File: src/rtl/z80_bus_bridge_if.sv
// rtl/z80_bus_bridge_if.sv - Z80 pin strobes plus request/response handshake bundle
//
// Purpose: groups the CPU-side pins and the memory/IO model handshake of
// z80_bus_bridge into one bundle.
// Modports:
//   master - the bridge: reads CPU pins and model responses, drives D_out/D_oe,
//            nWAIT, req_* and timeout
//   slave  - the CPU core plus memory/IO model side (mirror of master)
interface z80_bus_bridge_if;
  logic [15:0] A;
  logic [7:0]  D_in;
  logic [7:0]  D_out;
  logic        D_oe;
  logic        nM1;
  logic        nMREQ;
  logic        nIORQ;
  logic        nRD;
  logic        nWR;
  logic        nRFSH;
  logic        nWAIT;
  logic        req_valid;
  logic        req_write;
  logic        req_io;
  logic [15:0] req_addr;
  logic [7:0]  req_wdata;
  logic        rsp_ack;
  logic [7:0]  rsp_rdata;
  logic        timeout;

  modport master (
    input  A, D_in, nM1, nMREQ, nIORQ, nRD, nWR, nRFSH, rsp_ack, rsp_rdata,
    output D_out, D_oe, nWAIT, req_valid, req_write, req_io, req_addr, req_wdata, timeout
  );

  modport slave (
    output A, D_in, nM1, nMREQ, nIORQ, nRD, nWR, nRFSH, rsp_ack, rsp_rdata,
    input  D_out, D_oe, nWAIT, req_valid, req_write, req_io, req_addr, req_wdata, timeout
  );
endinterface

File: src/rtl/z80_bus_bridge.sv
// rtl/z80_bus_bridge.sv - Z80 pin strobes to one-shot valid/ack requests with nWAIT stretching
//
// Purpose: turns each Z80 memory/IO bus cycle into a single request held until
// the model acks, stretching the CPU via nWAIT meanwhile, then drives read data
// back until the CPU releases its strobes. Interrupt-acknowledge cycles are
// answered locally with INT_VECTOR and never reach the model.
// Ports:
//   CLK    in  clock shared with the CPU core
//   RESET  in  asynchronous reset, active-high
//   bus    z80_bus_bridge_if.master: A, D_in, nM1/nMREQ/nIORQ/nRD/nWR/nRFSH,
//          rsp_ack, rsp_rdata in; D_out, D_oe, nWAIT, req_valid, req_write,
//          req_io, req_addr, req_wdata, timeout out
// Parameters: INT_VECTOR (INTA byte), TIMEOUT (ack wait limit in cycles)
// Configuration macro: ZBUS_TIMEOUT_EN - when defined, a request left unacked
//   for TIMEOUT cycles completes with read data 8'hFF and a one-cycle timeout
//   pulse; when undefined the bridge waits indefinitely and timeout stays 0.
module z80_bus_bridge #(
  parameter logic [7:0]  INT_VECTOR = 8'hFF,
  parameter int unsigned TIMEOUT    = 255
) (
  input logic              CLK,
  input logic              RESET,
  z80_bus_bridge_if.master bus
);

  typedef enum logic [1:0] {
    IDLE = 2'd0,
    REQ  = 2'd1,
    INTA = 2'd2,
    DONE = 2'd3
  } stateT;

  stateT state;
  logic  activeQ;

  logic memRd, memWr, ioRd, ioWr, intAck;
  logic memCyc, active, start, strobesIdle;
  logic expire;

  always_comb begin
    memRd       = !bus.nMREQ && !bus.nRD && bus.nRFSH;
    memWr       = !bus.nMREQ && !bus.nWR;
    ioRd        = !bus.nIORQ && !bus.nRD && bus.nM1;
    ioWr        = !bus.nIORQ && !bus.nWR;
    intAck      = !bus.nIORQ && !bus.nM1;
    memCyc      = memRd || memWr;
    active      = memCyc || ioRd || ioWr || intAck;
    // A cycle starts only on an inactive->active transition between samples,
    // so strobes held across several clocks yield exactly one request.
    start       = active && !activeQ;
    // nMREQ is left out: the refresh half of an M1 cycle keeps it low.
    strobesIdle = bus.nRD && bus.nWR && bus.nIORQ;
  end

`ifdef ZBUS_TIMEOUT_EN
  localparam int CntW = ($clog2(TIMEOUT + 1) > 8) ? $clog2(TIMEOUT + 1) : 8;

  logic [CntW-1:0] waitCnt;

  // Counts edges spent in REQ; zero on entry, so expiry lands on the
  // TIMEOUT-th edge after req_valid rose.
  assign expire = (state == REQ) && (waitCnt == CntW'(TIMEOUT - 1));

  always_ff @(posedge CLK or posedge RESET) begin
    if (RESET) begin
      waitCnt <= '0;
    end else if (state != REQ) begin
      waitCnt <= '0;
    end else if (!expire) begin
      waitCnt <= waitCnt + CntW'(1);
    end
  end
`else
  logic [7:0] unusedTimeout;

  assign expire        = 1'b0;
  assign unusedTimeout = 8'(TIMEOUT);
`endif

  always_ff @(posedge CLK or posedge RESET) begin
    if (RESET) begin
      state         <= IDLE;
      // Starts high so strobes still asserted when reset drops are not
      // mistaken for a fresh cycle.
      activeQ       <= 1'b1;
      bus.nWAIT     <= 1'b1;
      bus.D_oe      <= 1'b0;
      bus.D_out     <= 8'h00;
      bus.req_valid <= 1'b0;
      bus.req_write <= 1'b0;
      bus.req_io    <= 1'b0;
      bus.req_addr  <= 16'h0000;
      bus.req_wdata <= 8'h00;
      bus.timeout   <= 1'b0;
    end else begin
      activeQ     <= active;
      bus.timeout <= 1'b0;
      unique case (state)
        IDLE: begin
          if (start) begin
            // Priority: memory over INTA over IO.
            if (memCyc || !intAck) begin
              state         <= REQ;
              bus.req_valid <= 1'b1;
              bus.req_write <= memCyc ? memWr : ioWr;
              bus.req_io    <= !memCyc;
              bus.req_addr  <= bus.A;
              bus.req_wdata <= bus.D_in;
              bus.nWAIT     <= 1'b0;
            end else begin
              state     <= INTA;
              bus.D_out <= INT_VECTOR;
              bus.D_oe  <= 1'b1;
            end
          end
        end
        REQ: begin
          // An ack on the expiry edge wins, so no timeout pulse then.
          if (bus.rsp_ack || expire) begin
            state         <= DONE;
            bus.req_valid <= 1'b0;
            bus.nWAIT     <= 1'b1;
            bus.timeout   <= !bus.rsp_ack;
            if (!bus.req_write) begin
              bus.D_out <= bus.rsp_ack ? bus.rsp_rdata : 8'hFF;
              bus.D_oe  <= 1'b1;
            end
          end
        end
        INTA: begin
          state <= DONE;
        end
        DONE: begin
          if (strobesIdle) begin
            state    <= IDLE;
            bus.D_oe <= 1'b0;
          end
        end
        default: begin
          state <= IDLE;
        end
      endcase
    end
  end

endmodule
File: src/flat_wrapper.sv
// flat-port wrapper written by rule: the top's interface ports become plain ports
module z80_bus_bridge_flat 
#(
  parameter logic [7:0]  INT_VECTOR = 8'hFF,
  parameter int unsigned TIMEOUT    = 255
)
  (CLK, RESET, bus_A, bus_D_in, bus_nM1, bus_nMREQ, bus_nIORQ, bus_nRD, bus_nWR, bus_nRFSH, bus_rsp_ack, bus_rsp_rdata, bus_D_out, bus_D_oe, bus_nWAIT, bus_req_valid, bus_req_write, bus_req_io, bus_req_addr, bus_req_wdata, bus_timeout);
  z80_bus_bridge_if bus_i ();
  input logic CLK;
  input logic RESET;
  input wire logic [$bits(bus_i.A)-1:0] bus_A;
  input wire logic [$bits(bus_i.D_in)-1:0] bus_D_in;
  input wire logic [$bits(bus_i.nM1)-1:0] bus_nM1;
  input wire logic [$bits(bus_i.nMREQ)-1:0] bus_nMREQ;
  input wire logic [$bits(bus_i.nIORQ)-1:0] bus_nIORQ;
  input wire logic [$bits(bus_i.nRD)-1:0] bus_nRD;
  input wire logic [$bits(bus_i.nWR)-1:0] bus_nWR;
  input wire logic [$bits(bus_i.nRFSH)-1:0] bus_nRFSH;
  input wire logic [$bits(bus_i.rsp_ack)-1:0] bus_rsp_ack;
  input wire logic [$bits(bus_i.rsp_rdata)-1:0] bus_rsp_rdata;
  output wire logic [$bits(bus_i.D_out)-1:0] bus_D_out;
  output wire logic [$bits(bus_i.D_oe)-1:0] bus_D_oe;
  output wire logic [$bits(bus_i.nWAIT)-1:0] bus_nWAIT;
  output wire logic [$bits(bus_i.req_valid)-1:0] bus_req_valid;
  output wire logic [$bits(bus_i.req_write)-1:0] bus_req_write;
  output wire logic [$bits(bus_i.req_io)-1:0] bus_req_io;
  output wire logic [$bits(bus_i.req_addr)-1:0] bus_req_addr;
  output wire logic [$bits(bus_i.req_wdata)-1:0] bus_req_wdata;
  output wire logic [$bits(bus_i.timeout)-1:0] bus_timeout;
  assign bus_i.A = bus_A;
  assign bus_i.D_in = bus_D_in;
  assign bus_i.nM1 = bus_nM1;
  assign bus_i.nMREQ = bus_nMREQ;
  assign bus_i.nIORQ = bus_nIORQ;
  assign bus_i.nRD = bus_nRD;
  assign bus_i.nWR = bus_nWR;
  assign bus_i.nRFSH = bus_nRFSH;
  assign bus_i.rsp_ack = bus_rsp_ack;
  assign bus_i.rsp_rdata = bus_rsp_rdata;
  assign bus_D_out = bus_i.D_out;
  assign bus_D_oe = bus_i.D_oe;
  assign bus_nWAIT = bus_i.nWAIT;
  assign bus_req_valid = bus_i.req_valid;
  assign bus_req_write = bus_i.req_write;
  assign bus_req_io = bus_i.req_io;
  assign bus_req_addr = bus_i.req_addr;
  assign bus_req_wdata = bus_i.req_wdata;
  assign bus_timeout = bus_i.timeout;
  z80_bus_bridge #(.INT_VECTOR(INT_VECTOR), .TIMEOUT(TIMEOUT)) u_core (.CLK(CLK), .RESET(RESET), .bus(bus_i));
endmodule
File: config.mk
export PLATFORM = sky130hd
export DESIGN_NAME = z80_bus_bridge_flat
export DESIGN_NICKNAME = d
export VERILOG_FILES = /design/src/rtl/z80_bus_bridge_if.sv /design/src/rtl/z80_bus_bridge.sv /design/src/flat_wrapper.sv
export SDC_FILE = /design/constraint.sdc
export NUM_CORES = 1
export LEC_CHECK = 0
export ABC_CLOCK_PERIOD_IN_PS = 4160
export BUFFER_PORTS_ARGS = -buffer_cell sky130_fd_sc_hd__buf_2
export CAP_MARGIN = 15
export CORE_MARGIN = 3
export CORE_UTILIZATION = 52
export CTS_BUF_LIST = sky130_fd_sc_hd__clkbuf_4 sky130_fd_sc_hd__clkbuf_8 sky130_fd_sc_hd__clkbuf_16
export CTS_CLUSTER_SIZE = 10
export DETAILED_ROUTE_END_ITERATION = 8
export PLACE_DENSITY = 0.83
export SLEW_MARGIN = 40
export SYNTH_ARGS = -nofsm -noshare
export SYNTH_HDL_FRONTEND = slang
export SYNTH_SLANG_ARGS = --single-unit
File: constraint.sdc
create_clock -name CLK -period 4.16 [get_ports CLK]
set_input_delay 0.416 -clock CLK [delete_from_list [all_inputs] [get_ports CLK]]
set_output_delay 0.416 -clock CLK [all_outputs]
set_load 0.01 [all_outputs]
==> report_table.html, run 1 <==
<table>
<tr><th>Metric</th><th>Value</th></tr>
<tr><th colspan="2">Clock network</th></tr>
<tr><td>Hold-fix buffers, CTS</td><td>0</td></tr>
<tr><td>Num CTS Buffers</td><td>5</td></tr>
<tr><td>Post-cts resize count</td><td>0</td></tr>
<tr><td>Clock sink count</td><td>40</td></tr>
<tr><td>TritonCTS clock tree</td><td>yes</td></tr>
<tr><td>Maximum clock path buffer count</td><td>2</td></tr>
<tr><td>Setup Fix Bufs, Post-CTS</td><td>0</td></tr>
<tr><td># H-tree levels</td><td>2</td></tr>
<tr><td>Root Buffer Master</td><td>clkbuf_8</td></tr>
<tr><td>Post-CTS clock slew at the launch and capture registers of the worst setup and hold paths</td><td>0.07 ns</td></tr>
<tr><td>Worst skew pair latency</td><td>0.30 ns</td></tr>
<tr><th colspan="2">Detailed routing</th></tr>
<tr><td>WL met3</td><td>approximately 370 um</td></tr>
<tr><td>Iteration-0 DRC count of the detailed router</td><td>129</td></tr>
<tr><td>Top Layer Used</td><td>met4</td></tr>
<tr><td>Met1 Routed Length</td><td>~1800 um</td></tr>
<tr><td>Metal2 WL</td><td>2020 um</td></tr>
<tr><td>Average wire length per cell after detail routing</td><td>15.1 um</td></tr>
<tr><td>ANT nets after route</td><td>0</td></tr>
<tr><td>Post-DR vias/cell</td><td>roughly 5.4</td></tr>
<tr><td>Pre-antenna DRT Iters</td><td>4</td></tr>
<tr><td>Routed WL</td><td>between 4000 and 5000 um</td></tr>
<tr><td>Number of remaining DRC errors</td><td>0</td></tr>
<tr><td>Number of vias in the routed layout</td><td>around 1.5k</td></tr>
<tr><th colspan="2">Timing</th></tr>
<tr><td>Worst Clk Skew</td><td>0.00728 ns</td></tr>
<tr><td>Transition time of the tightest slew-check pin</td><td>approximately 0.56 ns</td></tr>
<tr><td>Post-layout minimum cycle time</td><td>between 2 and 2.5 ns</td></tr>
<tr><td>Relative max-transition margin</td><td>between 60 and 70%</td></tr>
<tr><td>Hold Worst Slack</td><td>about 0.22 ns</td></tr>
<tr><td>Max Freq</td><td>roughly 400 MHz</td></tr>
<tr><td>Post-layout worst setup margin</td><td>~1.7 ns</td></tr>
<tr><td>Portion of the clock cycle consumed by the worst path in the final layout</td><td>between 50% and 60%</td></tr>
<tr><td>Final-report max-slew violation count</td><td>0</td></tr>
<tr><td>Setup TNS after final layout</td><td>0 ns</td></tr>
<tr><td>Unrepaired setup endpoints after global routing</td><td>no</td></tr>
<tr><td>Hold violation total from the final report</td><td>0</td></tr>
<tr><td>Finish-stage setup viols</td><td>0</td></tr>
<tr><th colspan="2">GRT</th></tr>
<tr><td>Antenna violations before repair</td><td>0</td></tr>
<tr><td>Final global-route overflow total</td><td>0</td></tr>
<tr><td>First-pass GRT wire length</td><td>between 6000 and 7000 um</td></tr>
<tr><td>Number of global-route vias before repair</td><td>1459</td></tr>
<tr><td>Global routing usage summed across all routing layers</td><td>about a fifth</td></tr>
<tr><td>Maximum number of pins on one net before global-route repair</td><td>41</td></tr>
<tr><th colspan="2">Job</th></tr>
<tr><td>Total of max-cap violations</td><td>0</td></tr>
<tr><th colspan="2">Logic synthesis</th></tr>
<tr><td>Synth Register Bits</td><td>40</td></tr>
<tr><td>Cell area after technology mapping</td><td>0.00202 mm^2</td></tr>
<tr><td>Count of distinct cell types in the synthesized netlist</td><td>43</td></tr>
<tr><td>Cell taking the most area after synthesis</td><td>dfrtp_1</td></tr>
<tr><td>Primary FF master, synth</td><td>dfrtp_1</td></tr>
<tr><td>Net Count, Synth</td><td>just over 200</td></tr>
<tr><td>Proportion of netlist area held by the largest area contributor</td><td>about 47%</td></tr>
<tr><td>Leading post-synthesis cells by instance count</td><td>dfrtp_1, mux2_4, a21oi_1</td></tr>
<tr><td>Count of yosys warnings during synthesis</td><td>0</td></tr>
<tr><td>Leading cell types by total area after synthesis</td><td>dfrtp_1, mux2_4, mux2_2</td></tr>
<tr><td>Synthesized instance count</td><td>~160</td></tr>
<tr><td>Async set-or-reset flop fraction in the synthesized netlist</td><td>100%</td></tr>
<tr><td>Syn_area_per_cell</td><td>between 10 and 15 um^2</td></tr>
<tr><td>Sequential element share of the synthesized area</td><td>roughly half</td></tr>
<tr><td>Number of flops mapped to enable cells by yosys</td><td>0</td></tr>
<tr><td>Cell with the most instances after synthesis</td><td>dfrtp_1</td></tr>
<tr><th colspan="2">Floorplan</th></tr>
<tr><td>Total core area</td><td>0.00352 mm^2</td></tr>
<tr><td>Overall die height</td><td>68.3 um</td></tr>
<tr><td>Floorplan die area</td><td>~0.0047 mm^2</td></tr>
<tr><td>DIE WIDTH</td><td>~70 um</td></tr>
<tr><td>Number of I/O pins</td><td>a little under 80</td></tr>
<tr><td>Row Count</td><td>21</td></tr>
<tr><td>Starting density of the core</td><td>between 50% and 60%</td></tr>
<tr><th colspan="2">Setup path</th></tr>
<tr><td>Worst Setup Start Kind</td><td>register</td></tr>
<tr><td>Cell-by-cell trace of the critical path</td><td>inv_1 -&gt; ha_1 -&gt; inv_1 -&gt; nor3_4 -&gt; buf_4 -&gt; mux2_4</td></tr>
<tr><td>Maximum fanout encountered on the critical timing path</td><td>17</td></tr>
<tr><td>Most repeated library cell on the critical path</td><td>inv_1</td></tr>
<tr><td>Required time at the worst-slack endpoint</td><td>approximately 4.4 ns</td></tr>
<tr><td>Element type at the critical path end</td><td>register</td></tr>
<tr><td>Crit path kind</td><td>register to register</td></tr>
<tr><td>Crit-path slowest cell</td><td>nor3_4</td></tr>
<tr><td>Crit-path max cell delay</td><td>between 0.5 and 0.6 ns</td></tr>
<tr><td>Data arrival at the endpoint of the critical path</td><td>between 2 and 3 ns</td></tr>
<tr><th colspan="2">Final layout</th></tr>
<tr><td>Number of nets in the layout</td><td>around 280</td></tr>
<tr><td>Share of final-layout standard cells stronger than drive strength 1</td><td>just over 50%</td></tr>
<tr><td>Post-Route Utilization</td><td>a little under three quarters</td></tr>
<tr><td>Area Overhead vs Synth</td><td>25.0%</td></tr>
<tr><td>Antenna Cells</td><td>0</td></tr>
<tr><td>Final Non-Filler Cells</td><td>between 200 and 300</td></tr>
<tr><th colspan="2">Pwr</th></tr>
<tr><td>Leakage power figure</td><td>roughly 1.2 nW</td></tr>
<tr><td>Power Dens Cells</td><td>about 700 mW/mm^2</td></tr>
<tr><td>Power share of the clock group</td><td>about a fifth</td></tr>
<tr><td>Power share of the sequential group</td><td>38.7%</td></tr>
<tr><td>Combinational power share</td><td>between 40 and 50%</td></tr>
<tr><td>Switching part of the total power</td><td>34.0%</td></tr>
<tr><td>Largest voltage drop on the vdd net</td><td>between 0.3 and 0.4 mV</td></tr>
<tr><td>Switching power of the nets</td><td>~0.6 mW</td></tr>
<tr><td>Internal power consumption</td><td>1.17 mW</td></tr>
<tr><th colspan="2">Placement</th></tr>
<tr><td>Post-DP HPWL</td><td>about 3200 um</td></tr>
<tr><td>Number of instances in the placed design</td><td>between 200 and 300</td></tr>
<tr><td>Number of I/O port buffers</td><td>just under 80</td></tr>
<tr><td>Post-place setup slack</td><td>between 1.5 and 2 ns</td></tr>
<tr><td>Final weighted congestion of routability-driven global placement</td><td>roughly 0.85</td></tr>
<tr><th colspan="2">Run status</th></tr>
<tr><td>Result of the run</td><td>complete, no violations</td></tr>
<tr><th colspan="2">Min path</th></tr>
<tr><td>Worst min-delay path category</td><td>input pin to async pin</td></tr>
</table>
-- flip-flops by register name, summed over array words and instances (netlist names) --
register,count
u_core.bus.req_write,1
u_core.bus.req_io,1
u_core.bus.nWAIT,1
u_core.state,2
u_core.bus.D_oe,1
u_core.bus.req_valid,1
u_core.bus.req_wdata,8
u_core.bus.req_addr,16
u_core.bus.D_out,8
u_core.activeQ,1
-- power groups by stage --
stage	Sequential [mW]	Clock, mW	Combinational, mW
finish	0.686	0.331	0.754
global route	0.708	0.354	0.828
CTS	0.687	0.339	0.763
global placement	0.686	0	0.742
floorplan	0.763	0	0.420
detailed placement	0.688	0	0.761
-- path summary, 6_finish.rpt --
path                                         start                      end  slack, ns  cells after the start
max                                u_core.state[0]  u_core.bus.req_addr[10]       1.67                      6
min                                          RESET  u_core.bus.req_wdata[3]       0.22                      3
max reg2reg                        u_core.state[0]  u_core.bus.req_addr[10]       1.67                      6
min reg2reg                u_core.bus.req_addr[14]  u_core.bus.req_addr[14]       0.51                      1
max in group asynchronous                    RESET           u_core.activeQ       3.59                      3
min in group CLK                          bus_A[4]   u_core.bus.req_addr[4]       0.34                      2
-- cells in the final DEF, fill, tap and decap left out, types with 6 or more instances in the layout --
master / instances
buf_2: 77
dfrtp_1: 38
mux2_4: 17
a21oi_1: 13
nor2_1: 12
inv_1: 9
mux2_2: 8
or3_1: 7
o41ai_1: 7
clkbuf_8: 6
-- metal layers --
metal	GRT usage (%)	vias to the layer above
li1	-	747
met1	24.3	719
met2	29.8	65
met3	5.25	15
met4	13.2	0
met5	0	-
-- critical path, delay by kind of cell, from the launching register on --
kind          cells  cell delay [ns]
buf+inv           3             0.68
simple gates      1             0.55
flops             1             0.42
fa+ha+maj         1             0.38
mux               1             0.33
-- stage by stage --
stage,power (mW),cell area [um^2]
detailed placement,1.45,2400
global placement,1.43,2400
CTS,1.79,2520
floorplan,1.18,2020
finish,1.77,2520
global route,1.89,2520
-- layout make-up --
cell class | count | area (um^2)
inverter | 9 | 33.8
fill | 259 | 1000
sequential | 40 | 1000
clock buffer | 6 | 82.6
timing repair buffer | 79 | 400
multi-input combinational | 104 | 903
clock inverter | 2 | 38.8
tap | 46 | 57.6
-- cells by family (layout without fill, tap and decap cells) --
group | Yosys count | after routing | share of synthesized area, %
mux | 25 | 25 | 17.1
buf+inv | 18 | 96 | 5.40
flops | 40 | 40 | 49.8
fa+ha+maj | 3 | 3 | 1.86
compound gates | 37 | 37 | 13.8
other cells | 1 | 1 | 0.186
simple gates | 38 | 38 | 11.8
Note: power is estimated with default switching activity, not from simulation.
==> inputs of run 2 (changes only) <==
--- a/config.mk
+++ b/config.mk
@@ -5,15 +5,15 @@
 export SDC_FILE = /design/constraint.sdc
 export NUM_CORES = 1
 export LEC_CHECK = 0
-export ABC_CLOCK_PERIOD_IN_PS = 4160
+export ABC_CLOCK_PERIOD_IN_PS = 2250
 export BUFFER_PORTS_ARGS = -buffer_cell sky130_fd_sc_hd__buf_2
 export CAP_MARGIN = 15
 export CORE_MARGIN = 3
-export CORE_UTILIZATION = 52
+export CORE_UTILIZATION = 44
 export CTS_BUF_LIST = sky130_fd_sc_hd__clkbuf_4 sky130_fd_sc_hd__clkbuf_8 sky130_fd_sc_hd__clkbuf_16
 export CTS_CLUSTER_SIZE = 10
 export DETAILED_ROUTE_END_ITERATION = 8
-export PLACE_DENSITY = 0.83
+export PLACE_DENSITY = 0.74
 export SLEW_MARGIN = 40
 export SYNTH_ARGS = -nofsm -noshare
 export SYNTH_HDL_FRONTEND = slang
==> constraint.sdc (replaced) <==
create_clock -name CLK -period 2.25 [get_ports CLK]
set_input_delay 0.225 -clock CLK [delete_from_list [all_inputs] [get_ports CLK]]
set_output_delay 0.225 -clock CLK [all_outputs]
set_load 0.01 [all_outputs]
==> report_table.html, run 2 (synthesis results as in run 1) <==
<table>
<tr><th>Metric</th><th>Value</th></tr>
<tr><th colspan="2">Clock network</th></tr>
<tr><td># H-tree levels</td><td>2 (unchanged)</td></tr>
<tr><td>Setup Fix Bufs, Post-CTS</td><td>0 (unchanged)</td></tr>
<tr><td>TritonCTS clock tree</td><td>yes</td></tr>
<tr><td>Root Buffer Master</td><td>clkbuf_8</td></tr>
<tr><td>Num CTS Buffers</td><td>5 (unchanged)</td></tr>
<tr><td>Post-cts resize count</td><td>0 (unchanged)</td></tr>
<tr><td>Maximum clock path buffer count</td><td>2 (unchanged)</td></tr>
<tr><td>Hold-fix buffers, CTS</td><td>0 (unchanged)</td></tr>
<tr><td>Post-CTS clock slew at the launch and capture registers of the worst setup and hold paths</td><td>0.08 ns (about the same)</td></tr>
<tr><td>Worst skew pair latency</td><td>0.29 ns (about the same)</td></tr>
<tr><td>Clock sink count</td><td>40 (unchanged)</td></tr>
<tr><th colspan="2">Detailed routing</th></tr>
<tr><td>Iteration-0 DRC count of the detailed router</td><td>59 (-54%)</td></tr>
<tr><td>Number of vias in the routed layout</td><td>1536 (-0.65%)</td></tr>
<tr><td>Average wire length per cell after detail routing</td><td>14.5 um (-3.6%)</td></tr>
<tr><td>Pre-antenna DRT Iters</td><td>4 (unchanged)</td></tr>
<tr><td>Number of remaining DRC errors</td><td>0 (unchanged)</td></tr>
<tr><td>ANT nets after route</td><td>0 (unchanged)</td></tr>
<tr><td>Post-DR vias/cell</td><td>5.22 (-3.4%)</td></tr>
<tr><td>Routed WL</td><td>4270 um (-0.88%)</td></tr>
<tr><th colspan="2">Timing</th></tr>
<tr><td>Unrepaired setup endpoints after global routing</td><td>no</td></tr>
<tr><td>Finish-stage setup viols</td><td>0 (unchanged)</td></tr>
<tr><td>Setup TNS after final layout</td><td>0 ns (unchanged)</td></tr>
<tr><td>Max Freq</td><td>558 MHz (+39%)</td></tr>
<tr><td>Post-layout minimum cycle time</td><td>1.79 ns (-0.695 ns)</td></tr>
<tr><td>Hold Worst Slack</td><td>0.0478 ns (-0.171 ns)</td></tr>
<tr><td>Hold violation total from the final report</td><td>0 (unchanged)</td></tr>
<tr><td>Portion of the clock cycle consumed by the worst path in the final layout</td><td>79.7% (+20 points)</td></tr>
<tr><td>Post-layout worst setup margin</td><td>0.457 ns (-1.22 ns)</td></tr>
<tr><td>Final-report max-slew violation count</td><td>0 (unchanged)</td></tr>
<tr><td>Worst Clk Skew</td><td>0.00707 ns (-0.000216 ns)</td></tr>
<tr><th colspan="2">Final layout</th></tr>
<tr><td>Number of nets in the layout</td><td>287 (+1.4%)</td></tr>
<tr><td>Commonest cells after routing, fill and taps aside</td><td>buf_2, dfrtp_1, mux2_4</td></tr>
<tr><td>Regs by FF count</td><td>u_core.bus.req_addr: 16 flops, u_core.bus.D_out: 8 flops, u_core.bus.req_wdata: 8 flops</td></tr>
<tr><td>Max reg flops</td><td>16 (unchanged)</td></tr>
<tr><td>Final Non-Filler Cells</td><td>294 (+2.8%)</td></tr>
<tr><td>Share of final-layout standard cells stronger than drive strength 1</td><td>51.2% (+0.81 points)</td></tr>
<tr><td>Area Overhead vs Synth</td><td>27.1%</td></tr>
<tr><td>Antenna Cells</td><td>0 (unchanged)</td></tr>
<tr><td>Most common cell after layout, fill and taps aside</td><td>buf_2</td></tr>
<tr><td>Register with the most flip-flops</td><td>u_core.bus.req_addr</td></tr>
<tr><th colspan="2">Placement</th></tr>
<tr><td>Number of I/O port buffers</td><td>77 (unchanged)</td></tr>
<tr><td>Post-DP HPWL</td><td>3250 um (+2.8%)</td></tr>
<tr><td>Number of instances in the placed design</td><td>286 (+2.9%)</td></tr>
<tr><td>Post-place setup slack</td><td>0.401 ns (-1.26 ns)</td></tr>
<tr><td>Final weighted congestion of routability-driven global placement</td><td>0.863 (+1.3%)</td></tr>
<tr><th colspan="2">GRT</th></tr>
<tr><td>Global routing usage summed across all routing layers</td><td>16.2% (-3.5 points)</td></tr>
<tr><td>First-pass GRT wire length</td><td>6930 um (+4.3%)</td></tr>
<tr><td>Antenna violations before repair</td><td>0 (unchanged)</td></tr>
<tr><td>Final global-route overflow total</td><td>0 (unchanged)</td></tr>
<tr><td>Number of global-route vias before repair</td><td>1468 (+0.62%)</td></tr>
<tr><td>Maximum number of pins on one net before global-route repair</td><td>41 (unchanged)</td></tr>
<tr><th colspan="2">Pwr</th></tr>
<tr><td>Power Dens Cells</td><td>1280 mW/mm^2 (+83%)</td></tr>
<tr><td>Leakage power figure</td><td>1.24 nW (+1.3%)</td></tr>
<tr><td>Largest voltage drop on the vdd net</td><td>0.664 mV (+81%)</td></tr>
<tr><th colspan="2">Setup path</th></tr>
<tr><td>Crit path kind</td><td>register to register</td></tr>
<tr><td>Cell-by-cell trace of the critical path</td><td>inv_1 -&gt; ha_1 -&gt; inv_1 -&gt; nor3_4 -&gt; buf_12 -&gt; mux2_2</td></tr>
<tr><td>Kind of cell adding the most delay to the critical path</td><td>buffers and inverters</td></tr>
<tr><td>Number of cells traversed by the worst register-to-register path</td><td>6 (unchanged)</td></tr>
<tr><td>Flop-to-flop setup slack</td><td>0.46 ns (-1.22 ns)</td></tr>
<tr><td>Worst Setup Start Kind</td><td>register</td></tr>
<tr><td>Required time at the worst-slack endpoint</td><td>2.43 ns (-1.92 ns)</td></tr>
<tr><td>Startpoint of the worst-slack reg-to-reg timing path</td><td>u_core.state[1]</td></tr>
<tr><td>Reg2Reg Capture Point</td><td>u_core.bus.req_addr[14]</td></tr>
<tr><td>Maximum fanout encountered on the critical timing path</td><td>26 (+9)</td></tr>
<tr><td>Crit-path slowest cell</td><td>dfrtp_1</td></tr>
<tr><td>CP Buf/Inv Count</td><td>3 (unchanged)</td></tr>
<tr><td>Data arrival at the endpoint of the critical path</td><td>1.97 ns (-0.70 ns)</td></tr>
<tr><td>Element type at the critical path end</td><td>register</td></tr>
<tr><td>Most repeated library cell on the critical path</td><td>inv_1</td></tr>
<tr><td>Crit-path max cell delay</td><td>0.40 ns (-0.15 ns)</td></tr>
<tr><th colspan="2">Floorplan</th></tr>
<tr><td>Floorplan die area</td><td>0.00543 mm^2 (+17%)</td></tr>
<tr><td>Row Count</td><td>23 (+9.5%)</td></tr>
<tr><td>Total core area</td><td>0.00420 mm^2 (+19%)</td></tr>
<tr><td>Overall die height</td><td>73.7 um (+7.9%)</td></tr>
<tr><td>Number of I/O pins</td><td>79 (unchanged)</td></tr>
<tr><td>Starting density of the core</td><td>48.0% (-9.3 points)</td></tr>
<tr><td>DIE WIDTH</td><td>73.7 um (+7.9%)</td></tr>
<tr><th colspan="2">Run status</th></tr>
<tr><td>Result of the run</td><td>complete, no violations</td></tr>
<tr><th colspan="2">Min path</th></tr>
<tr><td>Worst min-delay path category</td><td>input pin to async pin</td></tr>
<tr><th colspan="2">Job</th></tr>
<tr><td>Total of max-cap violations</td><td>0 (unchanged)</td></tr>
</table>
[run 2: changes by cell type in the layout (fill, tap and decap cells not counted)]
cell,change
clkinvlp_4,+1
clkinv_4,-1
buf_12,+1
buf_4,+3
inv_6,+1
clkbuf_8,-1
[run 2: metrics by stage]
step	utilization (%)	power, mW	area [um^2]
detailed placement	58.2	2.72	2450
global route	61.0	3.52	2560
global placement	58.2	2.69	2450
finish	61.0	3.29	2560
floorplan	-	2.19	2020
CTS	61.0	3.33	2560
[run 2: area by class of cell]
class / count / area [um^2]
Clock buffer: 5 / 68.8
Clock inverter: 3 / 46.3
Fill cell: 376 / 1640
Inverter: 9 / 33.8
Multi-Input combinational cell: 104 / 903
Sequential cell: 40 / 1000
Tap cell: 50 / 62.6
Timing Repair Buffer: 83 / 443
[run 2: layer usage]
metal,part of all wire [%],GRT usage (%)
met1,44,22.9
met2,47,24.3
met3,8.4,4.38
met4,0.44,4.63
met5,0,0
[run 2: power by group]
part	internal (mW)	switching [mW]
Clock	0.334	0.262
Combinational	0.760	0.679
Sequential	1.07	0.190
Total	2.16	1.13
[run 2: worst max path at each step]
| stage | slack, ns | end | cells past startpoint | start |
|---|---|---|---|---|
| 2_1_floorplan | 0.43 | u_core.bus.req_addr[0] | 6 | u_core.state[0] |
| 3_3_place_gp | 0.45 | u_core.bus.req_wdata[1] | 6 | bus_nIORQ |
| 3_5_place_dp | 0.40 | u_core.bus.req_addr[14] | 6 | bus_nIORQ |
| 4_1_cts | 0.44 | u_core.bus.req_addr[14] | 6 | u_core.state[1] |
| 5_1_grt | 0.36 | u_core.bus.req_wdata[0] | 6 | u_core.state[0] |
| 6_report | 0.46 | u_core.bus.req_addr[14] | 6 | u_core.state[1] |
[run 2: worst min-delay path: cells and delay by family]
kind,cells,cell delay (ns)
buf+inv,3,0.57
==> inputs of run 3 (changes only) <==
--- a/config.mk
+++ b/config.mk
@@ -5,15 +5,16 @@
 export SDC_FILE = /design/constraint.sdc
 export NUM_CORES = 1
 export LEC_CHECK = 0
-export ABC_CLOCK_PERIOD_IN_PS = 2250
+export ABC_AREA = 1
+export ABC_CLOCK_PERIOD_IN_PS = 1600
 export BUFFER_PORTS_ARGS = -buffer_cell sky130_fd_sc_hd__buf_2
 export CAP_MARGIN = 15
 export CORE_MARGIN = 3
-export CORE_UTILIZATION = 44
+export CORE_UTILIZATION = 43
 export CTS_BUF_LIST = sky130_fd_sc_hd__clkbuf_4 sky130_fd_sc_hd__clkbuf_8 sky130_fd_sc_hd__clkbuf_16
 export CTS_CLUSTER_SIZE = 10
 export DETAILED_ROUTE_END_ITERATION = 8
-export PLACE_DENSITY = 0.74
+export PLACE_DENSITY = 0.73
 export SLEW_MARGIN = 40
 export SYNTH_ARGS = -nofsm -noshare
 export SYNTH_HDL_FRONTEND = slang
==> constraint.sdc (replaced) <==
create_clock -name CLK -period 1.6 [get_ports CLK]
set_input_delay 0.16 -clock CLK [delete_from_list [all_inputs] [get_ports CLK]]
set_output_delay 0.16 -clock CLK [all_outputs]
set_load 0.01 [all_outputs]
==> report_table.html, run 3 <==
<table>
<tr><th>Metric</th><th>Value</th></tr>
<tr><th colspan="2">GRT</th></tr>
<tr><td>Global routing usage summed across all routing layers</td><td>15.5% (-0.68 points)</td></tr>
<tr><td>First-pass GRT wire length</td><td>6560 um (-5.4%)</td></tr>
<tr><td>Antenna violations before repair</td><td>0 (unchanged)</td></tr>
<tr><td>Met1 demand-to-capacity share in global routing</td><td>20.9% (-2.0 points)</td></tr>
<tr><td>Most utilized layer in the global route result</td><td>met2</td></tr>
<tr><td>Global routing met2 resource utilization</td><td>24.2% (-0.098 points)</td></tr>
<tr><td>Maximum number of pins on one net before global-route repair</td><td>41 (unchanged)</td></tr>
<tr><td>Met3 capacity usage during global routing</td><td>3.01% (-1.4 points)</td></tr>
<tr><td>Final global-route overflow total</td><td>0 (unchanged)</td></tr>
<tr><td>Number of global-route vias before repair</td><td>1531 (+4.3%)</td></tr>
<tr><th colspan="2">Min path</th></tr>
<tr><td>Min-Delay Path Depth</td><td>3</td></tr>
<tr><td>Worst min-delay path category</td><td>input pin to register</td></tr>
<tr><td>End point of the most critical hold path</td><td>u_core.bus.req_addr[2]</td></tr>
<tr><td>Worst min-delay path startpoint</td><td>bus_A[2]</td></tr>
<tr><th colspan="2">Floorplan</th></tr>
<tr><td>DIE WIDTH</td><td>73.8 um (+0.10%)</td></tr>
<tr><td>Number of I/O pins</td><td>79 (unchanged)</td></tr>
<tr><td>Floorplan die area</td><td>0.00544 mm^2 (+0.20%)</td></tr>
<tr><td>Starting density of the core</td><td>45.0% (-2.9 points)</td></tr>
<tr><td>Row Count</td><td>24 (+4.3%)</td></tr>
<tr><td>Total core area</td><td>0.00438 mm^2 (+4.3%)</td></tr>
<tr><td>Overall die height</td><td>73.8 um (+0.10%)</td></tr>
<tr><th colspan="2">Setup path</th></tr>
<tr><td>Crit path kind</td><td>register to register</td></tr>
<tr><td>Required time at the worst-slack endpoint</td><td>1.78 ns (-0.65 ns)</td></tr>
<tr><td>Startpoint of the worst-slack reg-to-reg timing path</td><td>u_core.state[0]</td></tr>
<tr><td>Number of cells traversed by the worst register-to-register path</td><td>8 (+2)</td></tr>
<tr><td>Worst Setup Start Kind</td><td>register</td></tr>
<tr><td>Reg2Reg Capture Point</td><td>u_core.bus.D_oe</td></tr>
<tr><td>Flop-to-flop setup slack</td><td>0.09 ns (-0.36 ns)</td></tr>
<tr><td>Data arrival at the endpoint of the critical path</td><td>1.68 ns (-0.29 ns)</td></tr>
<tr><td>Maximum fanout encountered on the critical timing path</td><td>4 (-85%)</td></tr>
<tr><td>Element type at the critical path end</td><td>register</td></tr>
<tr><th colspan="2">Pwr</th></tr>
<tr><td>Power share of the clock group</td><td>16.7% (-1.4 points)</td></tr>
<tr><td>Largest voltage drop on the vdd net</td><td>0.735 mV (+11%)</td></tr>
<tr><td>Internal power consumption</td><td>3.29 mW (+52%)</td></tr>
<tr><td>Power Dens Cells</td><td>2030 mW/mm^2 (+58%)</td></tr>
<tr><td>Power share of the sequential group</td><td>33.7% (-4.5 points)</td></tr>
<tr><td>Combinational power share</td><td>49.6% (+5.9 points)</td></tr>
<tr><td>Leakage power figure</td><td>1.50 nW (+21%)</td></tr>
<tr><td>Switching part of the total power</td><td>38.6% (+4.2 points)</td></tr>
<tr><td>Switching power of the nets</td><td>2.07 mW (+83%)</td></tr>
<tr><th colspan="2">Logic synthesis</th></tr>
<tr><td>Proportion of netlist area held by the largest area contributor</td><td>48.2% (+0.99 points)</td></tr>
<tr><td>Cell taking the most area after synthesis</td><td>dfrtp_1</td></tr>
<tr><td>Number of flops mapped to enable cells by yosys</td><td>0 (unchanged)</td></tr>
<tr><td>Async set-or-reset flop fraction in the synthesized netlist</td><td>100% (unchanged)</td></tr>
<tr><td>Synth Register Bits</td><td>40 (unchanged)</td></tr>
<tr><td>Syn_area_per_cell</td><td>8.97 um^2 (-28%)</td></tr>
<tr><td>Net Count, Synth</td><td>264 (+28%)</td></tr>
<tr><td>Primary FF master, synth</td><td>dfrtp_1</td></tr>
<tr><td>Leading cell types by total area after synthesis</td><td>dfrtp_1, nand2_1, o21ai_2</td></tr>
<tr><td>Leading post-synthesis cells by instance count</td><td>nand2_1, dfrtp_1, inv_1</td></tr>
<tr><td>Sequential element share of the synthesized area</td><td>50.8% (+1.0 points)</td></tr>
<tr><td>Synthesized instance count</td><td>220 (+36%)</td></tr>
<tr><td>Cell with the most instances after synthesis</td><td>nand2_1</td></tr>
<tr><td>Count of distinct cell types in the synthesized netlist</td><td>25 (-42%)</td></tr>
<tr><td>Cell area after technology mapping</td><td>0.00197 mm^2 (-2.0%)</td></tr>
<tr><td>Count of yosys warnings during synthesis</td><td>0 (unchanged)</td></tr>
<tr><th colspan="2">Final layout</th></tr>
<tr><td>Antenna Cells</td><td>0 (unchanged)</td></tr>
<tr><td>Commonest cells after routing, fill and taps aside</td><td>buf_2, nand2_1, dfrtp_1</td></tr>
<tr><td>Count of filler cells inserted in the layout</td><td>397 (+5.6%)</td></tr>
<tr><td>Share of final-layout standard cells stronger than drive strength 1</td><td>46.0% (-5.3 points)</td></tr>
<tr><td>Most common cell after layout, fill and taps aside</td><td>buf_2</td></tr>
<tr><td>Regs by FF count</td><td>u_core.bus.req_addr: 16 flops, u_core.bus.D_out: 8 flops, u_core.bus.req_wdata: 8 flops</td></tr>
<tr><td>Register with the most flip-flops</td><td>u_core.bus.req_addr</td></tr>
<tr><td>Max reg flops</td><td>16 (unchanged)</td></tr>
<tr><td>Area Overhead vs Synth</td><td>33.7%</td></tr>
<tr><td>Number of nets in the layout</td><td>352 (+23%)</td></tr>
<tr><th colspan="2">Timing</th></tr>
<tr><td>Post-layout minimum cycle time</td><td>1.51 ns (-0.287 ns)</td></tr>
<tr><td>Final-report max-slew violation count</td><td>0 (unchanged)</td></tr>
<tr><td>Worst Clk Skew</td><td>0.00365 ns (-0.00342 ns)</td></tr>
<tr><td>Transition time of the tightest slew-check pin</td><td>approximately 0.5 ns</td></tr>
<tr><td>Post-layout worst setup margin</td><td>0.0937 ns (-0.363 ns)</td></tr>
<tr><td>Portion of the clock cycle consumed by the worst path in the final layout</td><td>94.1% (+14 points)</td></tr>
<tr><td>Hold Worst Slack</td><td>0.105 ns (+0.0574 ns)</td></tr>
<tr><td>Max Freq</td><td>664 MHz (+19%)</td></tr>
<tr><td>Hold violation total from the final report</td><td>0 (unchanged)</td></tr>
<tr><td>Relative max-transition margin</td><td>between 60% and 70%</td></tr>
<tr><td>Finish-stage setup viols</td><td>0 (unchanged)</td></tr>
<tr><th colspan="2">Clock network</th></tr>
<tr><td>Maximum clock path buffer count</td><td>2 (unchanged)</td></tr>
<tr><td>Num CTS Buffers</td><td>5 (unchanged)</td></tr>
<tr><td># H-tree levels</td><td>2 (unchanged)</td></tr>
<tr><td>Root Buffer Master</td><td>clkbuf_8</td></tr>
<tr><td>TritonCTS clock tree</td><td>yes</td></tr>
<tr><td>Worst skew pair latency</td><td>0.29 ns (about the same)</td></tr>
<tr><td>Clock sink count</td><td>40 (unchanged)</td></tr>
<tr><td>Post-CTS clock slew at the launch and capture registers of the worst setup and hold paths</td><td>0.08 ns (about the same)</td></tr>
<tr><th colspan="2">Detailed routing</th></tr>
<tr><td>Routed WL</td><td>4150 um (-2.9%)</td></tr>
<tr><td>Pre-antenna DRT Iters</td><td>4 (unchanged)</td></tr>
<tr><td>ANT nets after route</td><td>0 (unchanged)</td></tr>
<tr><td>Iteration-0 DRC count of the detailed router</td><td>116 (+97%)</td></tr>
<tr><td>Number of remaining DRC errors</td><td>0 (unchanged)</td></tr>
<tr><td>Number of vias in the routed layout</td><td>1670 (+8.7%)</td></tr>
<tr><td>Average wire length per cell after detail routing</td><td>11.5 um (-21%)</td></tr>
<tr><td>Post-DR vias/cell</td><td>4.63 (-11%)</td></tr>
<tr><th colspan="2">Placement</th></tr>
<tr><td>Post-place setup slack</td><td>-0.0229 ns (-0.424 ns)</td></tr>
<tr><td>Number of I/O port buffers</td><td>77 (unchanged)</td></tr>
<tr><td>Post-DP HPWL</td><td>3000 um (-7.6%)</td></tr>
<tr><td>Final weighted congestion of routability-driven global placement</td><td>0.784 (-9.1%)</td></tr>
<tr><th colspan="2">Job</th></tr>
<tr><td>Total of max-cap violations</td><td>0 (unchanged)</td></tr>
<tr><th colspan="2">Run status</th></tr>
<tr><td>Result of the run</td><td>complete, no violations</td></tr>
</table>
-- run 3: changes by cell type after synthesis, moves of 5 or more --
cell and delta:
a21oi_1 -12, buf_6 +5, inv_1 +26, mux2_2 -8, mux2_4 -17, nand2_1 +60
nand4_1 +11, nor2_1 -9, o21ai_2 +26, o41ai_1 -7, or2_2 +8, or3_1 -7
-- run 3: power by group through the flow --
stage | Clock [mW] | Combinational [mW] | Sequential, mW
after global placement | 0 | 2.39 | 1.81
after global routing | 0.966 | 2.97 | 1.87
after detailed placement | 0 | 2.43 | 1.83
after floorplan | 0 | 1.37 | 2.04
after CTS | 0.923 | 2.45 | 1.81
final | 0.894 | 2.66 | 1.81
-- run 3: timing repair --
item,in CTS,in global routing
gates resized for setup,2,5
hold endpoints to repair,38,0
gates cloned,0,1
setup buffers,0,3
endpoints found under the setup margin,9,34
hold buffers,1,0
-- run 3: critical path: stages (launching register included) --
cell and delay, ns:
dfrtp_1 0.41, buf_4 0.14, ha_1 0.22, o21ai_0 0.13, o31ai_1 0.12, nor2_1 0.18, nand3_1 0.09, nand2_1 0.07
nand2_1 0.04
-- run 3: logic make-up (layout without fill, tap and decap cells) --
family | count (synthesis) | in the layout | share of synthesized area [%]
flip-flops | 40 | 40 | 50.8
buffers and inverters | 47 | 136 | 11.7
other | 1 | 1 | 0.190
AO/OA/AOI/OAI | 31 | 31 | 13.1
AND/OR/NAND/NOR | 98 | 98 | 22.4
adder cells (fa/ha/maj) | 3 | 3 | 1.90
-- run 3: metal layers --
metal / vias to the layer above / routed length, um
met2: 48 / 1970
met5: - / 0
li1: 861 / -
met3: 4 / 261
met1: 757 / 1870
met4: 0 / 46
-- run 3: final cells by class --
class	count	area, um^2	area share [%]
tap	52	65.1	2.47
inverter	37	139	5.26
clock buffer	7	96.3	3.65
clock inverter	1	30.0	1.14
sequential	40	1000	38.0
multi-input combinational	133	766	29.0
timing repair buffer	91	539	20.4
-- run 3: stage by stage --
step	std cells	area, um^2	power, mW	setup TNS, ns	utilization (%)
finish	361	2640	5.36	0	60.2
global route	361	2640	5.81	-0.000692	60.2
CTS	357	2560	5.18	0	58.3
detailed placement	348	2410	4.26	-0.171	55.1
global placement	348	2410	4.20	0	55.1
floorplan	220	1970	3.41	0	-
-- run 3: how the worst max path moves through the flow --
stage / start / to / cells past startpoint
floorplan: u_core.state[1] / u_core.bus.D_out[7] / 8
global placement: u_core.state[0] / u_core.bus.req_addr[10] / 7
detailed placement: u_core.state[1] / u_core.bus.req_addr[6] / 7
CTS: u_core.state[1] / u_core.bus.req_wdata[6] / 7
global route: u_core.state[0] / u_core.bus.D_out[4] / 6
finish: u_core.state[0] / u_core.bus.D_oe / 8
